**src/rtl/parity_engine.sv**
```systemverilog
// Shared UART parity unit: a registered TX parity generator and a serial RX
// parity checker. The two paths share only the configuration inputs.
module parity_engine #(
  parameter int WIDTH = 8,
  parameter int LEN_W = $clog2(WIDTH + 1)
) (
  input  logic             CLK,
  input  logic             RST,
  input  logic             PAR_EN,
  input  logic [1:0]       PAR_TYP,
  input  logic [LEN_W-1:0] DATA_LEN,
  input  logic [WIDTH-1:0] DATA,
  input  logic             DATA_VALID,
  input  logic             BUSY,
  output logic             parity,
  output logic             parity_valid,
  input  logic             RX_START,
  input  logic             RX_BIT,
  input  logic             RX_BIT_VALID,
  output logic             PAR_ERR,
  output logic             CHK_DONE,
  output logic             CHK_BUSY,
  output logic [1:0]       dbg_state
);

  typedef enum logic [1:0] {
    S_IDLE = 2'd0,
    S_DATA = 2'd1,
    S_PARB = 2'd2
  } state_t;

  localparam logic [LEN_W-1:0] WIDTH_L = LEN_W'(WIDTH);

  // Out-of-range lengths (0 or above WIDTH) fall back to the full word.
  function automatic logic [LEN_W-1:0] clamp_len(input logic [LEN_W-1:0] len);
    if (len == '0 || len > WIDTH_L) clamp_len = WIDTH_L;
    else clamp_len = len;
  endfunction

  // x is the XOR of the data bits; the result is the parity bit to send.
  function automatic logic par_fn(input logic x, input logic [1:0] typ);
    case (typ)
      2'b00:   par_fn = x;
      2'b01:   par_fn = ~x;
      2'b10:   par_fn = 1'b1;
      default: par_fn = 1'b0;
    endcase
  endfunction

  // TX path
  logic             parity_q, parity_d;
  logic             parity_valid_q, parity_valid_d;
  logic             tx_cap;
  logic [LEN_W-1:0] tx_len;
  logic             tx_x;

  always_comb begin
    tx_cap = DATA_VALID && !BUSY && PAR_EN;
    tx_len = clamp_len(DATA_LEN);
    tx_x   = 1'b0;
    for (int i = 0; i < WIDTH; i++) begin
      if (i < int'(tx_len)) tx_x = tx_x ^ DATA[i];
    end
    parity_d       = tx_cap ? par_fn(tx_x, PAR_TYP) : parity_q;
    parity_valid_d = tx_cap;
  end

  // RX path
  state_t           state_q, state_d;
  logic             acc_q, acc_d;
  logic [LEN_W-1:0] cnt_q, cnt_d;
  logic [LEN_W-1:0] len_q, len_d;
  logic [1:0]       typ_q, typ_d;
  logic             err_q, err_d;
  logic             done_q, done_d;

  always_ff @(posedge CLK) begin
    if (RST) begin
      state_q        <= S_IDLE;
      acc_q          <= 1'b0;
      cnt_q          <= '0;
      len_q          <= '0;
      typ_q          <= 2'b00;
      err_q          <= 1'b0;
      done_q         <= 1'b0;
      parity_q       <= 1'b0;
      parity_valid_q <= 1'b0;
    end else begin
      state_q        <= state_d;
      acc_q          <= acc_d;
      cnt_q          <= cnt_d;
      len_q          <= len_d;
      typ_q          <= typ_d;
      err_q          <= err_d;
      done_q         <= done_d;
      parity_q       <= parity_d;
      parity_valid_q <= parity_valid_d;
    end
  end

  always_comb begin
    state_d = state_q;
    acc_d   = acc_q;
    cnt_d   = cnt_q;
    len_d   = len_q;
    typ_d   = typ_q;
    err_d   = err_q;
    done_d  = 1'b0;
    // RX_START outranks any bit arriving in the same cycle, in every state.
    if (RX_START && (state_q != S_IDLE || PAR_EN)) begin
      if (PAR_EN) begin
        state_d = S_DATA;
        acc_d   = 1'b0;
        cnt_d   = '0;
        len_d   = clamp_len(DATA_LEN);
        typ_d   = PAR_TYP;
      end else begin
        state_d = S_IDLE;
      end
    end else begin
      case (state_q)
        S_DATA: begin
          if (RX_BIT_VALID) begin
            acc_d = acc_q ^ RX_BIT;
            cnt_d = cnt_q + LEN_W'(1);
            if (cnt_q + LEN_W'(1) == len_q) state_d = S_PARB;
          end
        end
        S_PARB: begin
          if (RX_BIT_VALID) begin
            err_d   = (RX_BIT != par_fn(acc_q, typ_q));
            done_d  = 1'b1;
            state_d = S_IDLE;
          end
        end
        default: ;
      endcase
    end
  end

  always_comb begin
    parity       = parity_q;
    parity_valid = parity_valid_q;
    PAR_ERR      = err_q;
    CHK_DONE     = done_q;
    CHK_BUSY     = (state_q != S_IDLE);
    dbg_state    = state_q;
  end

endmodule

```
**config.mk**
```make
export PLATFORM = sky130hd
export DESIGN_NAME = parity_engine
export DESIGN_NICKNAME = d
export VERILOG_FILES = /design/src/rtl/parity_engine.sv
export SDC_FILE = /design/constraint.sdc
export NUM_CORES = 1
export LEC_CHECK = 0
export CORE_MARGIN = 5
export CORE_UTILIZATION = 45
export CTS_CLUSTER_DIAMETER = 50
export CTS_CLUSTER_SIZE = 25
export DETAILED_ROUTE_END_ITERATION = 16
export PLACE_DENSITY = 0.77
export SLEW_MARGIN = 0
export SYNTH_ARGS = -nofsm -noshare
export SYNTH_HDL_FRONTEND = slang
export SYNTH_SLANG_ARGS = --single-unit
```
**constraint.sdc**
```tcl
create_clock -name CLK -period 2.1 [get_ports CLK]
set_input_delay 0.21 -clock CLK [delete_from_list [all_inputs] [get_ports CLK]]
set_output_delay 0.21 -clock CLK [all_outputs]
set_load 0.05 [all_outputs]
```
==> metrics.csv, run 1 <==
metric;value;unit
outcome;finished clean;
grt_first_pass_wirelength;4210;µm
all_layer_gr_usage;0.165;
slowest_cell_on_the_critical_path;sky130_fd_sc_hd__clkdlybuf4s50_1;
tightestPinTransition;499;ps
hold_slack;464;ps
maxCapViolations;0;
initial_core_utilization;0.460;
finalHoldViolCount;0;
cts_hold_repair.buffers;0;
synthesized_instance_count;122;
detail_route.wl_per_cell;13.4;µm
nNetsFinal;183;
dieHeight;56.8;µm
clkTransAtPathRegs;100;ps
path_cells;clkdlybuf4s50_1, nor3_1, nor2_1, o21ai_1, xor2_1, xnor3_1, a2111o_1, nand3_1;
irDropWorstVdd;276;µV
synth.mux.area_fraction;0;
synth_seq_area_share;0.345;
grt_max_degree;12;
die-width;56.8;µm
worst_hold_path_type;in -> reg;
fmaxAchievable;0.489;GHz
final_design_area_no_fill;1390;µm²
ys_types;36;
postSynthRegisterBits;17;
dpl-instance-area;1340;µm²
drt_pre_antenna_iters;4;
timing.slew.headroom;0.666;
launch_instance_of_the_worst_register_to_register_path;cnt_q[0];
h-tree-depth;1;
post_synth_fa_ha_maj_area_fraction;0.0127;
clk_root_buffer_cell;sky130_fd_sc_hd__clkbuf_4;
via_count;984;
post_route_cells_drive_above_1_share;0.107;
slew_viol_final;0;
synth_simple_gate_area_share;0.256;
ctsResizeCount;0;
rows;17;
ios;29;
antennaDiodeCount;0;
endpoint_kind;register;
commonest_register_cell_after_synthesis;sky130_fd_sc_hd__dfxtp_1;
clock_latency_late_sink;300;ps
first_global_vias;995;
timing.final.crit_share;0.973;
crit_path_max_incr_delay;430;ps
worst_r2r_path_depth;6;
route.antenna.remaining_nets;0;
skew;2.46;ps
finalCoreUtilization;0.645;
final_weighted_congestion_of_routability_driven_global_placement;0.789;
p_r_area_growth_vs_syn;40.3;%
crit_type;in -> reg;
detail_route.wirelength;2500;µm
grt_antenna_before_repair;0;
drt_drc_violations_left;0;
fin_crit;2040;ps
detail_route.iter0.violations;18;
post-layout-total-power;0.739;mW
post_synth.cell_area_avg;8.09;µm²
critPathLaunchType;input port;
mappedNetlistNets;145;
cell_area_after_synthesis;987;µm²
setup_viol_count_final;0;
io_buffers;28;
main_combinational_cell_family_by_area_after_synthesis;simple AND/OR/NAND/NOR gates;
timing.critical_path.fanout_max;2;
dp_hpwl;1960;µm
cts_made_buffers;3;
yosysWarningCount;0;
cts_post_setup_buffers_inserted;0;
synth_xor_area_frac;0.120;
critPathLaunch;DATA_LEN[0];
synth_edf_count;0;
leakagePower;0.545;nW
required;2350;ps
design.core.area;2150;µm²
post_drt_via_cell_ratio;5.26;
longest_clk_path_bufs;2;
layoutNonFillerInstCount;187;
worstHoldPathCells;5;
die_area;3230;µm²
cts_tree;yes;
numPlacedInstances;183;
arrival;2290;ps
synth_area_in_compound_gates;0.236;
hold_path_startpoint;DATA_LEN[3];
tritoncts_num_sinks;17;
ys_async_sr_fraction;0;
power_density;534;nW/µm²
overflow;0;
[cell type report]
type | count | area (µm²)
Timing Repair Buffer | 36 | 348
Fill cell | 196 | 763
Clock inverter | 1 | 5.00
Clock buffer | 3 | 22.5
Sequential cell | 17 | 340
Inverter | 3 | 11.3
Tap cell | 28 | 35.0
Multi-Input combinational cell | 99 | 623
[report_power, final]
part | internal [mW] | switching (mW)
sequential | 0.333 | 0.00853
combinational | 0.109 | 0.105
clock | 0.0712 | 0.112
total | 0.513 | 0.226
[synthesized netlist by cell type (2+ instances only)]
| cell | n | area share |
|---|---|---|
| sky130_fd_sc_hd__dfxtp_1 | 17 | 0.34 |
| sky130_fd_sc_hd__a21oi_1 | 14 | 0.071 |
| sky130_fd_sc_hd__nor2_1 | 14 | 0.053 |
| sky130_fd_sc_hd__nand2_1 | 10 | 0.038 |
| sky130_fd_sc_hd__xnor2_1 | 9 | 0.080 |
| sky130_fd_sc_hd__nand3_1 | 7 | 0.035 |
| sky130_fd_sc_hd__o21ai_0 | 6 | 0.030 |
| sky130_fd_sc_hd__nor3b_1 | 4 | 0.030 |
| sky130_fd_sc_hd__inv_1 | 3 | 0.011 |
| sky130_fd_sc_hd__nor3_1 | 3 | 0.015 |
| sky130_fd_sc_hd__a211oi_1 | 2 | 0.015 |
| sky130_fd_sc_hd__a21o_1 | 2 | 0.015 |
| sky130_fd_sc_hd__a22o_1 | 2 | 0.018 |
| sky130_fd_sc_hd__a22oi_1 | 2 | 0.015 |
| sky130_fd_sc_hd__a311oi_1 | 2 | 0.018 |
| sky130_fd_sc_hd__clkbuf_1 | 2 | 0.0076 |
| sky130_fd_sc_hd__nand3b_1 | 2 | 0.015 |
| sky130_fd_sc_hd__nor2b_1 | 2 | 0.013 |
| sky130_fd_sc_hd__xor2_1 | 2 | 0.018 |
[sequential cells by signal (all words and copies together), names as in the netlist]
| register | count |
|---|---|
| PAR_ERR | 1 |
| CHK_DONE | 1 |
| parity | 1 |
| typ_q | 2 |
| len_q | 4 |
| dbg_state | 2 |
| acc_q | 1 |
| cnt_q | 4 |
| parity_valid | 1 |
[metal layers]
metal,global-route usage,share of wire
met3,0.0414,0.036
met1,0.184,0.44
met2,0.287,0.50
met4,0.0861,0.020
met5,0,0
[placed cells by master, fill, tap and decap left out, types with 3 or more instances in the layout]
| cell type | Yosys | routed |
|---|---|---|
| sky130_fd_sc_hd__a21oi_1 | 14 | 13 |
| sky130_fd_sc_hd__buf_4 | 0 | 8 |
| sky130_fd_sc_hd__clkbuf_4 | 0 | 3 |
| sky130_fd_sc_hd__clkdlybuf4s50_1 | 0 | 25 |
| sky130_fd_sc_hd__dfxtp_1 | 17 | 17 |
| sky130_fd_sc_hd__dlymetal6s2s_1 | 0 | 3 |
| sky130_fd_sc_hd__inv_1 | 3 | 3 |
| sky130_fd_sc_hd__nand2_1 | 10 | 10 |
| sky130_fd_sc_hd__nand3_1 | 7 | 7 |
| sky130_fd_sc_hd__nor2_1 | 14 | 14 |
| sky130_fd_sc_hd__nor3_1 | 3 | 3 |
| sky130_fd_sc_hd__nor3b_1 | 4 | 4 |
| sky130_fd_sc_hd__o21ai_0 | 6 | 6 |
| sky130_fd_sc_hd__xnor2_1 | 9 | 9 |
[critical path, delay by kind of cell]
| family | cells | cell delay [ps] |
|---|---|---|
| compound gates | 2 | 590 |
| xor+xnor | 2 | 590 |
| buf+inv | 1 | 430 |
| simple gates | 3 | 470 |
[final timing paths]
check,end,slack [ps]
worst min register to register,typ_q[1],480
worst min-delay path,len_q[1],460
worst max register to register,dbg_state[1],450
worst max-delay path,parity,60
[stage by stage]
step	setup slack (ps)	TNS (ps)
detailed placement	-305	-305
finish	56.9	0
CTS	11.6	0
floorplan	334	0
global route	-17.7	-17.7
global placement	-250	-250
[kinds of logic (layout without fill, tap and decap cells)]
group / Yosys count / in the layout
compound gates: 36 / 36
xor+xnor: 12 / 12
fa+ha+maj: 1 / 1
buf+inv: 6 / 43
flops: 17 / 17
simple gates: 50 / 50
(Power assumes the default switching activity.)
==> inputs of run 2 (changes only) <==
- CORE_UTILIZATION: 45 -> 46
- PLACE_DENSITY: 0.77 -> 0.78
==> run 2 against run 1 <==
Compared with the run above: count of clock-buffer cells in the layout did not move; die area fell by 1.8%; sequential power barely moved; critical path depth did not move; highest routed layer unchanged; critical endpoint unchanged.
==> metrics.csv, run 2 (synthesis gave the netlist of run 1 again) <==
metric;value;unit
outcome;finished clean;
clkTransAtPathRegs;100;ps
layout.cells.most_common_list;sky130_fd_sc_hd__clkdlybuf4s50_1 (25), sky130_fd_sc_hd__dfxtp_1 (17), sky130_fd_sc_hd__a21oi_1 (13), sky130_fd_sc_hd__nor2_1 (13), sky130_fd_sc_hd__nand2_1 (10);
fillCellCount;177;
all_layer_gr_usage;0.170;
sw_frac_of_total;0.300;
grt_setup_unrepaired;false;
first_global_vias;1088;
regToRegEndpoint;dbg_state[1];
cts_made_buffers;3;
grt.met3_usage;0.0252;
power_density;523;nW/µm²
clk_root_buffer_cell;sky130_fd_sc_hd__clkbuf_4;
drt_pre_antenna_iters;4;
skew;3.72;ps
largest_registers;cnt_q (4), len_q (4);
crit_path_max_incr_delay;430;ps
total_switching_power;0.221;mW
ctsResizeCount;0;
fmaxAchievable;0.517;GHz
worst_r2r_path_depth;6;
endpoint_kind;register;
dp_hpwl;1980;µm
p_int;0.517;mW
required;2340;ps
initial_core_utilization;0.493;
longest_clk_path_bufs;2;
critical_path.endpoint;parity;
share_comb_of_total_power;0.297;
mostFrequentLayoutCell;sky130_fd_sc_hd__clkdlybuf4s50_1;
groute.layer.met2.usage;0.299;
rows;16;
cp_num_buf_inv;2;
met1_usage;0.206;
timing.slew.headroom;0.665;
p_r_area_growth_vs_syn;42.8;%
post-layout-total-power;0.737;mW
grt_antenna_before_repair;0;
design.core.area;2000;µm²
ios;29;
clock_latency_late_sink;290;ps
tritoncts_num_sinks;17;
post_route_cells_drive_above_1_share;0.130;
overflow;0;
worst_slack;167;ps
fin_crit;1930;ps
timing.critical_path.fanout_max;5;
cts_post_setup_buffers_inserted;0;
grt_first_pass_wirelength;4440;µm
setup_viol_count_final;0;
register_area;340;µm²
grt_max_degree;20;
critPathLaunch;DATA_LEN[0];
detail_route.wirelength;2480;µm
launch_instance_of_the_worst_register_to_register_path;cnt_q[0];
crit_type;in -> reg;
h-tree-depth;1;
drt_drc_violations_left;0;
irDropWorstVdd;385;µV
numPlacedInstances;184;
tightestPinTransition;500;ps
cts_tree;yes;
timing.critical_path.depth;8;
arrival;2170;ps
timing.final.crit_share;0.920;
via_count;1006;
regToRegSetupSlack;440;ps
die_area;3170;µm²
die-width;56.3;µm
cts_hold_repair.buffers;0;
pre_cts_ws;-296;ps
detail_route.wl_per_cell;13.2;µm
global_route.peak_usage_layer;met2;
detail_route.iter0.violations;12;
multiInputGateArea;631;µm²
slowest_cell_on_the_critical_path;sky130_fd_sc_hd__clkdlybuf4s50_1;
critPathLaunchType;input port;
antennaDiodeCount;0;
leakagePower;0.557;nW
post_drt_via_cell_ratio;5.35;
slew_viol_final;0;
seq_power_share;0.464;
final_weighted_congestion_of_routability_driven_global_placement;0.802;
route.antenna.remaining_nets;0;
nNetsFinal;185;
path_cells;clkdlybuf4s50_1, buf_4, a22o_1, a21oi_2, xor2_1, xnor3_1, a2111o_1, nand3_1;
layoutNonFillerInstCount;188;
critical-path-top-delay-family;compound AO/OA/AOI/OAI gates;
maxCapViolations;0;
finalHoldViolCount;0;
worst_hold_path_type;in -> reg;
io_buffers;28;
share_clk_of_total_power;0.239;
dieHeight;56.3;µm
-- run 2: cell types whose count changed in the layout (fill, tap and decap cells not counted) --
cell | before | now
sky130_fd_sc_hd__o21ai_0 | 6 | 5
sky130_fd_sc_hd__buf_4 | 8 | 9
sky130_fd_sc_hd__buf_6 | 0 | 1
sky130_fd_sc_hd__o21ai_1 | 1 | 2
sky130_fd_sc_hd__nor2_1 | 14 | 13
sky130_fd_sc_hd__nor2_2 | 0 | 1
sky130_fd_sc_hd__nor3_2 | 0 | 1
sky130_fd_sc_hd__nor3_1 | 3 | 2
-- run 2: power by group through the flow --
| stage | Combinational [mW] | Sequential [mW] | Clock, mW |
|---|---|---|---|
| global route | 0.239 | 0.344 | 0.200 |
| global placement | 0.209 | 0.349 | 0 |
| CTS | 0.214 | 0.342 | 0.183 |
| floorplan | 0.101 | 0.367 | 0 |
| finish | 0.219 | 0.342 | 0.177 |
| detailed placement | 0.214 | 0.350 | 0 |
-- run 2: metrics by stage --
step           TNS (ps)   util  cell area (µm²)  hold WS [ps]
3_5_place_dp       -296  0.678             1360           460
5_1_grt               0  0.704             1410           508
2_1_floorplan         0      -              987           355
4_1_cts               0  0.692             1390           475
3_3_place_gp       -205  0.678             1360           451
6_report              0  0.704             1410           452
-- run 2: worst min path at each step --
stage                start  slack (ps)  cells past startpoint        to
2_1_floorplan   PAR_TYP[1]         350                      2  typ_q[1]
4_1_cts           len_q[2]         470                      2  len_q[2]
3_5_place_dp      len_q[2]         460                      2  len_q[2]
3_3_place_gp      typ_q[1]         450                      2  typ_q[1]
6_report       DATA_LEN[3]         450                      5  len_q[1]
5_1_grt           typ_q[1]         510                      2  typ_q[1]
-- run 2: routing by layer --
metal	wire (µm)	vias to the layer above
met5	0	-
met4	10	0
met3	88	2
met2	1240	21
met1	1140	462
li1	-	521
-- run 2: final cells by class --
class | count | share of cell area
Multi-Input combinational cell | 99 | 0.447
Timing Repair Buffer | 38 | 0.260
Sequential cell | 17 | 0.241
Tap cell | 27 | 0.0240
Clock buffer | 3 | 0.0160
Inverter | 3 | 0.00799
Clock inverter | 1 | 0.00355
-- run 2: tightest hold or removal path: cells and delay by family --
family	cells	cell delay, ps
compound gates	1	110
buf+inv	2	290
simple gates	2	90
==> inputs of run 3 (changes only) <==
- CORE_MARGIN: 5 -> 2
- CORE_UTILIZATION: 46 -> 40
- PLACE_DENSITY: 0.78 -> 0.69
==> run 3 against run 2 <==
Compared with the run above: combinational power hardly changed; highest routed layer unchanged; hold slack worse by 4.9 ps; sequential share of layout area is 0.28 points higher; setup slack worse by 37 ps; critical endpoint unchanged; largest power group unchanged.
==> metrics.csv, run 3 (synthesis gave the netlist of run 1 again) <==
metric;value;unit
rows;18;
launch_instance_of_the_worst_register_to_register_path;cnt_q[0];
power_density;528;nW/µm²
antennaDiodeCount;0;
detail_route.iter0.violations;21;
grt_setup_unrepaired;false;
setup_viol_count_final;0;
dieHeight;53.7;µm
multiInputGateArea;626;µm²
dpl-instance-area;1350;µm²
fin_crit;1970;ps
design.core.area;2410;µm²
first_global_vias;918;
clkTransAtPathRegs;100;ps
longest_clk_path_bufs;2;
final_weighted_congestion_of_routability_driven_global_placement;0.830;
p_r_area_growth_vs_syn;41.2;%
finalHoldViolCount;0;
fmaxAchievable;0.508;GHz
regToRegEndpoint;dbg_state[1];
drt_drc_violations_left;0;
arrival;2220;ps
irDropWorstVdd;422;µV
layout.cells.most_common_list;sky130_fd_sc_hd__clkdlybuf4s50_1 (25), sky130_fd_sc_hd__dfxtp_1 (17), sky130_fd_sc_hd__a21oi_1 (14), sky130_fd_sc_hd__nor2_1 (14), sky130_fd_sc_hd__nand2_1 (10);
critPathLaunch;DATA_LEN[0];
pre_cts_ws;-290;ps
leakagePower;0.547;nW
cts_hold_repair.buffers;0;
critical_path.endpoint;parity;
via_count;1010;
final_design_area_no_fill;1390;µm²
grt_antenna_before_repair;0;
die_area;2880;µm²
regToRegSetupSlack;470;ps
dp_hpwl;1830;µm
initial_core_utilization;0.410;
ios;29;
all_layer_gr_usage;0.178;
worst_r2r_path_depth;6;
fillCellCount;227;
grt_first_pass_wirelength;3770;µm
critPathLaunchType;input port;
io_buffers;28;
detail_route.wl_per_cell;12.6;µm
slew_viol_final;0;
endpoint_kind;register;
cts_tree;yes;
cts_post_setup_buffers_inserted;0;
outcome;finished clean;
timing.slew.headroom;0.551;
post_drt_via_cell_ratio;5.34;
tritoncts_num_sinks;17;
timing.final.crit_share;0.938;
required;2350;ps
skew;2.04;ps
drt_pre_antenna_iters;4;
worst_hold_path_type;in -> reg;
clock_latency_late_sink;290;ps
clk_root_buffer_cell;sky130_fd_sc_hd__clkbuf_4;
post_route_cells_drive_above_1_share;0.113;
register_area;340;µm²
tightestPinTransition;671;ps
h-tree-depth;1;
largest_registers;cnt_q (4), len_q (4);
maxCapViolations;0;
overflow;0;
timing.critical_path.fanout_max;2;
nNetsFinal;183;
cts_made_buffers;3;
worst_slack;130;ps
die-width;53.7;µm
mostFrequentLayoutCell;sky130_fd_sc_hd__clkdlybuf4s50_1;
detail_route.wirelength;2380;µm
route.antenna.remaining_nets;0;
ctsResizeCount;0;
crit_type;in -> reg;
grt_max_degree;20;
==> run 3: worst min-delay path by stage <==
stage                            from  slack, ps       end  cells after the start
after floorplan            PAR_TYP[1]        350  typ_q[1]                      2
after global placement       len_q[2]        460  len_q[2]                      2
after detailed placement     typ_q[1]        460  typ_q[1]                      2
after CTS                    typ_q[1]        480  typ_q[1]                      2
after global routing      DATA_LEN[3]        450  len_q[1]                      5
final                     DATA_LEN[3]        450  len_q[0]                      5
==> run 3: per-stage QoR <==
step                      total power, mW  TNS [ps]  hold WS, ps  utilization  cells
final                               0.736         0          447        0.578    189
after global routing                0.779         0          452        0.578    189
after CTS                           0.740         0          477        0.570    189
after detailed placement            0.560      -290          460        0.559    185
after global placement              0.556      -218          457        0.559    185
after floorplan                     0.468         0          355            -    122
==> run 3: final cells by class <==
| type | instances | area share |
|---|---|---|
| Clock inverter | 1 | 0.00359 |
| Tap cell | 30 | 0.0269 |
| Inverter | 3 | 0.00808 |
| Sequential cell | 17 | 0.244 |
| Timing Repair Buffer | 36 | 0.252 |
| Clock buffer | 3 | 0.0162 |
| Multi-Input combinational cell | 99 | 0.449 |
==> run 3: where the power goes <==
group,switching [mW],internal [mW]
clock,0.108,0.0710
sequential,0.00881,0.333
combinational,0.105,0.110
total,0.222,0.514
==> run 3: per-layer routing <==
| metal | GRT usage | share of wire | vias up |
|---|---|---|---|
| met4 | 0.0598 | 0.0076 | 0 |
| met2 | 0.295 | 0.48 | 25 |
| met5 | 0 | 0 | - |
| met3 | 0.0528 | 0.045 | 5 |
| li1 | - | - | 515 |
| met1 | 0.219 | 0.47 | 465 |
==> run 3: worst max-delay path: stages <==
cell	delay, ps
sky130_fd_sc_hd__clkdlybuf4s50_1	410
sky130_fd_sc_hd__nor3_1	240
sky130_fd_sc_hd__nor2_1	100
sky130_fd_sc_hd__o21ai_1	160
sky130_fd_sc_hd__xor2_1	180
sky130_fd_sc_hd__xnor3_1	430
sky130_fd_sc_hd__a2111o_1	420
sky130_fd_sc_hd__nand3_1	60
